**src/rtl/machine_int_ctrl.sv**
```systemverilog
// Machine-level interrupt controller: CLINT-style mtime/mtimecmp/MSIP plus a
// NUM_EXT-source external gateway with claim/complete, on a simple select/strobe bus.
// Optional build macro: MTIME_SNAPSHOT_EN (MTIME_LO reads latch mtime[63:32] into a
// shadow that MTIME_HI reads return, so a LO-then-HI read pair cannot tear).
module machine_int_ctrl #(
  parameter int unsigned NUM_EXT  = 8,
  parameter int unsigned PRESCALE = 1
) (
  input  logic               clk,
  input  logic               rst,
  input  logic               sel,
  input  logic [4:0]         adr,
  input  logic [31:0]        d_in,
  input  logic               mrd,
  input  logic               mwr,
  output logic [31:0]        d_out,
  input  logic [NUM_EXT-1:0] ext_irq,
  output logic               machineTimerInterrupt,
  output logic               machineSoftwareInterrupt,
  output logic               machineExternalInterrupt
);

  // Word index of each register (adr[4:2])
  localparam logic [2:0] RegMsip   = 3'd0;
  localparam logic [2:0] RegCmpLo  = 3'd1;
  localparam logic [2:0] RegCmpHi  = 3'd2;
  localparam logic [2:0] RegTimeLo = 3'd3;
  localparam logic [2:0] RegTimeHi = 3'd4;
  localparam logic [2:0] RegPend   = 3'd5;
  localparam logic [2:0] RegEnable = 3'd6;
  localparam logic [2:0] RegClaim  = 3'd7;

  // Gateway states
  localparam logic [1:0] StIdle      = 2'd0;
  localparam logic [1:0] StPending   = 2'd1;
  localparam logic [1:0] StInService = 2'd2;

  localparam logic [31:0] PreMax = 32'(PRESCALE - 1);

  logic [31:0]        r_presc;
  logic [63:0]        r_mtime;
  logic [63:0]        r_mtimecmp;
  logic               r_msip;
  logic [NUM_EXT-1:0] r_enable;
  logic [1:0]         r_gw [NUM_EXT];
  logic [1:0]         w_gw_next [NUM_EXT];
  logic               r_timer_irq;
  logic               r_sw_irq;
  logic               r_ext_irq;

  logic [2:0]         w_reg;
  logic               w_wr;
  logic               w_rd;
  logic               w_tick;
  logic [NUM_EXT-1:0] w_pending;
  logic [4:0]         w_claim_id;
  logic               w_claim_fire;
  logic               w_cmpl;
  logic [31:0]        w_time_hi_rd;
  logic               w_unused_adr;

  assign w_reg        = adr[4:2];
  assign w_unused_adr = ^adr[1:0];
  assign w_wr         = sel & mwr;
  assign w_rd         = sel & mrd;
  assign w_tick       = (r_presc == PreMax);
  // A combined read/write cycle never claims
  assign w_claim_fire = w_rd & ~mwr & (w_reg == RegClaim) & (w_claim_id != 5'd0);
  assign w_cmpl       = w_wr & (w_reg == RegClaim);

  // Pending vector and lowest-index pending&enabled source ID
  always_comb begin
    w_claim_id = 5'd0;
    for (int i = 0; i < NUM_EXT; i++) begin
      w_pending[i] = (r_gw[i] == StPending);
    end
    for (int i = NUM_EXT - 1; i >= 0; i--) begin
      if (w_pending[i] && r_enable[i]) w_claim_id = 5'(i + 1);
    end
  end

  // Gateway next state: one request accepted per claim/complete round trip
  always_comb begin
    for (int i = 0; i < NUM_EXT; i++) begin
      w_gw_next[i] = r_gw[i];
      case (r_gw[i])
        StIdle:      if (ext_irq[i]) w_gw_next[i] = StPending;
        StPending:   if (w_claim_fire && (w_claim_id == 5'(i + 1))) w_gw_next[i] = StInService;
        StInService: if (w_cmpl && (d_in[4:0] == 5'(i + 1))) w_gw_next[i] = StIdle;
        default:     w_gw_next[i] = StIdle;
      endcase
    end
  end

  // Gateway state registers
  always_ff @(posedge clk) begin
    for (int i = 0; i < NUM_EXT; i++) begin
      if (rst) r_gw[i] <= StIdle;
      else     r_gw[i] <= w_gw_next[i];
    end
  end

  // Prescaler and mtime; a bus write to mtime swallows a coincident tick
  always_ff @(posedge clk) begin
    if (rst) begin
      r_presc <= 32'd0;
      r_mtime <= 64'd0;
    end else begin
      r_presc <= w_tick ? 32'd0 : r_presc + 32'd1;
      if (w_wr && (w_reg == RegTimeLo))      r_mtime <= {r_mtime[63:32], d_in};
      else if (w_wr && (w_reg == RegTimeHi)) r_mtime <= {d_in, r_mtime[31:0]};
      else if (w_tick)                       r_mtime <= r_mtime + 64'd1;
    end
  end

  // Software-writable control registers
  always_ff @(posedge clk) begin
    if (rst) begin
      r_mtimecmp <= '1;
      r_msip     <= 1'b0;
      r_enable   <= '0;
    end else if (w_wr) begin
      case (w_reg)
        RegMsip:   r_msip <= d_in[0];
        RegCmpLo:  r_mtimecmp[31:0] <= d_in;
        RegCmpHi:  r_mtimecmp[63:32] <= d_in;
        RegEnable: r_enable <= d_in[NUM_EXT-1:0];
        default:   ;
      endcase
    end
  end

  // Registered interrupt outputs
  always_ff @(posedge clk) begin
    if (rst) begin
      r_timer_irq <= 1'b0;
      r_sw_irq    <= 1'b0;
      r_ext_irq   <= 1'b0;
    end else begin
      r_timer_irq <= (r_mtime >= r_mtimecmp);
      r_sw_irq    <= r_msip;
      r_ext_irq   <= |(w_pending & r_enable);
    end
  end

`ifdef MTIME_SNAPSHOT_EN
  logic [31:0] r_time_shadow;

  // Capture the high word whenever the low word is read
  always_ff @(posedge clk) begin
    if (rst)                               r_time_shadow <= 32'd0;
    else if (w_wr && (w_reg == RegTimeHi)) r_time_shadow <= d_in;
    else if (w_rd && (w_reg == RegTimeLo)) r_time_shadow <= r_mtime[63:32];
  end

  assign w_time_hi_rd = r_time_shadow;
`else
  assign w_time_hi_rd = r_mtime[63:32];
`endif

  // Combinational read mux
  always_comb begin
    d_out = 32'd0;
    if (w_rd) begin
      case (w_reg)
        RegMsip:   d_out = {31'd0, r_msip};
        RegCmpLo:  d_out = r_mtimecmp[31:0];
        RegCmpHi:  d_out = r_mtimecmp[63:32];
        RegTimeLo: d_out = r_mtime[31:0];
        RegTimeHi: d_out = w_time_hi_rd;
        RegPend:   d_out = 32'(w_pending);
        RegEnable: d_out = 32'(r_enable);
        RegClaim:  d_out = 32'(w_claim_id);
        default:   d_out = 32'd0;
      endcase
    end
  end

  assign machineTimerInterrupt    = r_timer_irq;
  assign machineSoftwareInterrupt = r_sw_irq;
  assign machineExternalInterrupt = r_ext_irq;

endmodule

```
**config.mk**
```make
export PLATFORM = sky130hd
export DESIGN_NAME = machine_int_ctrl
export DESIGN_NICKNAME = d
export VERILOG_FILES = /design/src/rtl/machine_int_ctrl.sv
export SDC_FILE = /design/constraint.sdc
export NUM_CORES = 1
export LEC_CHECK = 0
export ABC_AREA = 1
export BUFFER_PORTS_ARGS = -buffer_cell sky130_fd_sc_hd__buf_2
export CELL_PAD_IN_SITES_DETAIL_PLACEMENT = 1
export CELL_PAD_IN_SITES_GLOBAL_PLACEMENT = 1
export CORE_MARGIN = 2
export CORE_UTILIZATION = 47
export DETAILED_ROUTE_END_ITERATION = 6
export MAX_ROUTING_LAYER = met4
export PLACE_DENSITY_LB_ADDON = 0.15
export REMOVE_ABC_BUFFERS = 1
export SETUP_SLACK_MARGIN = 0.15
export SLEW_MARGIN = 20
export SYNTH_ARGS = -nofsm -noshare
export SYNTH_HDL_FRONTEND = slang
export SYNTH_SLANG_ARGS = --single-unit
```
**constraint.sdc**
```tcl
create_clock -name clk -period 3.6 [get_ports clk]
set_input_delay 0.72 -clock clk [delete_from_list [all_inputs] [get_ports clk]]
set_output_delay 0.72 -clock clk [all_outputs]
set_load 0.02 [all_outputs]
```
==> metrics.txt <==
Ys Warns=0; chip width=169 um; clock buffer depth=2; Setup Fix Bufs, Post-CTS=0; Final Setup Violations=0; GR Util met3=4.84%; first-pass GRT wire length=82400 um; GRT met1 Usage=approximately 45%; Worst Hold Launch=r_gw[0][4]; core area=26800 um^2; minimum hold slack=0.434 ns; DR vias/cell=approximately 6; Initial Utilization=a little under half; Slew Limit Fails=0; largest net degree at the start of global routing=109; Critical Path AT=2.29 ns; Die ar.=28400 um^2; max-capacitance violation count=0; WL final=around 53000 um; PnR worst setup slack=approximately 0.6 ns; WP data required=2.88 ns; Lkg Pwr=6.20 nW; root buffer cell=clkbuf_16; die height=169 um; Primary FF master, synth=dfxtp_1; total CTS buffers=17; busiest grt layer=met2; fin crit period=around 3.0 ns; GRT overflow=0; area grow syn2layout=11.0%; clock skew=0.0239 ns; fin crit share=83.7%; critical path startpoint=adr[4]; Syn Area/Cell=approximately 6.3 um^2; antenna-violating nets left=0; Final nets=2205; Netlist Area Pre-Place=about 13000 um^2; fillers=3755; vias in the first global route=14800; HPWL after DPL=about 40000 um; count of state elements after synthesis=188; routed vias=14600; Pwr Total=4.64 mW; DRC=0; Total GRT Usage=38.4%; initial DRC count=1154; Multi-input gate area=7750 um^2; fmax=332 MHz; Port Buffer Count=approximately 80; # clock sinks=about 190; Post-Place Setup Slack=0.683 ns; Cells after Synth=2027; GR Layer Usage met2=65.6%; sequential-to-total area share from yosys stat=29.6%; Avg WL per Cell=21.8 um; Worst-Margin Slew=between 0.7 and 0.8 ns; startpoint types=input port; post-layout util=52.8%; reg2reg start=r_mtime[1]; n_diodes=0; Storage cell area=3760 um^2; RSZ-0062 raised after global routing=false; worst-skew pair later-pin latency=0.47 ns; WS Path Type=in2out; Inst Count DP=2410; status=complete, no violations; Final Wtd Congestion=just under 1; number of flops mapped to enable cells by yosys=0; power density cells=328 nW/um^2; CTS tree=built; final hold vios=0; number of distinct library cells after synthesis=50; layout cell share with drive strength beyond 1=8.47%; Hold Crit Class=reg2reg; Reg clk slew, reported paths=0.09 ns; fin cells=2442; Async SR Flop Fraction=0%; normalized max-slew margin=52.0%; DRT Pass-1 Iters=6; hold_buf cts=0; initial antenna violation count=0; row cnt=60; Max VDD drop=0.330 mV; IO Pins=85; PostCTS Resize Cnt=0; CTS H-tree depth=4; Setup crit end kind=output port; Crit Path Max Fanout=12
[metal layers]
layer	wire length, um	share of wire, %	vias up
met5	0	0	-
met4	2650	5.0	0
met3	2620	4.9	153
met2	25800	49	519
met1	22100	42	7111
li1	-	-	6861
[through the flow]
stage               setup TNS [ns]  area, um^2
detailed placement               0       13500
floorplan                   -0.160       12400
global placement                 0       13500
finish                           0       14100
CTS                              0       14100
global route                     0       14100
[flip-flops by register name, indices dropped and copies added (netlist names)]
register                  count
r_mtimecmp                   64
machineSoftwareInterrupt      1
machineTimerInterrupt         1
machineExternalInterrupt      1
r_mtime                      64
r_presc                      32
r_enable                      8
r_msip                        1
r_gw                         16
[critical path, stage by stage]
cell     delay, ns
buf_2         0.15
inv_2         0.11
nand3_1       0.13
inv_1         0.21
buf_4         0.32
a22oi_1       0.16
a31oi_1       0.28
buf_2         0.22
[cell usage after synthesis (2+ instances only)]
library cell,instances,area [um^2]
nor2_4,4,45.0
a32oi_1,3,26.3
nor2_1,287,1080
inv_2,9,33.8
nor4_1,8,50.1
or2_2,4,25.0
or2_0,2,12.5
a41oi_1,2,17.5
nand3b_1,6,45.0
nor3_1,39,195
o211ai_1,70,526
a221oi_1,26,228
dfxtp_1,188,3760
ha_1,67,838
clkbuf_1,38,143
o21ai_2,3,26.3
o22ai_1,27,169
o21bai_1,2,15.0
o21ai_0,73,365
o221ai_1,2,17.5
and2_1,4,25.0
buf_2,27,135
o21a_1,3,22.5
a21oi_1,141,706
nand3_1,119,596
buf_1,3,11.3
nand2_1,527,1980
o21ai_1,11,55.1
xor2_1,19,166
buf_6,2,22.5
nor2_2,6,37.5
clkinv_1,2,7.51
inv_1,236,886
a31oi_1,7,43.8
nand4_1,41,257
nand3_2,2,20.0
a22oi_1,3,22.5
o31ai_1,2,15.0
[area by class of cell]
type | instances | share of cell area [%]
multi-input cells | 1521 | 54.8
well taps | 341 | 3.02
inverters | 247 | 6.57
repair buffers | 113 | 4.72
flip-flops and latches | 188 | 26.6
clock buffers | 18 | 3.03
clock inverters | 14 | 1.20
[power by group]
group | total [mW] | internal [mW] | switching [mW]
logic | 0.456 | 0.143 | 0.313
clock network | 2.00 | 0.943 | 1.06
registers | 2.18 | 2.12 | 0.0594
[final timing paths]
kind / end / cells past startpoint / slack, ns
hold reg to reg: r_gw[0][4] / 1 / 0.43
setup / recovery: d_out[7] / 8 / 0.59
hold / removal: r_gw[0][4] / 1 / 0.43
setup reg to reg: r_mtime[48] / 10 / 0.79
[placed cells by master, fill, tap and decap left out, drive strengths merged, types with 9 or more instances in the layout]
cell	n
a21oi	141
a221oi	26
buf	113
clkbuf	18
clkinv	10
dfxtp	188
ha	67
inv	251
nand2	528
nand3	121
nand4	41
nor2	297
nor3	41
nor4	9
o211ai	70
o21ai	87
o22ai	27
xor2	19
[cell families after synthesis]
logic type | after synthesis | synth area share, %
simple gates | 1055 | 34.7
xor+xnor | 20 | 1.38
buf+inv | 318 | 9.78
fa+ha+maj | 67 | 6.58
flops | 188 | 29.6
compound gates | 379 | 18.0
Note: power is estimated with default switching activity, not from simulation.
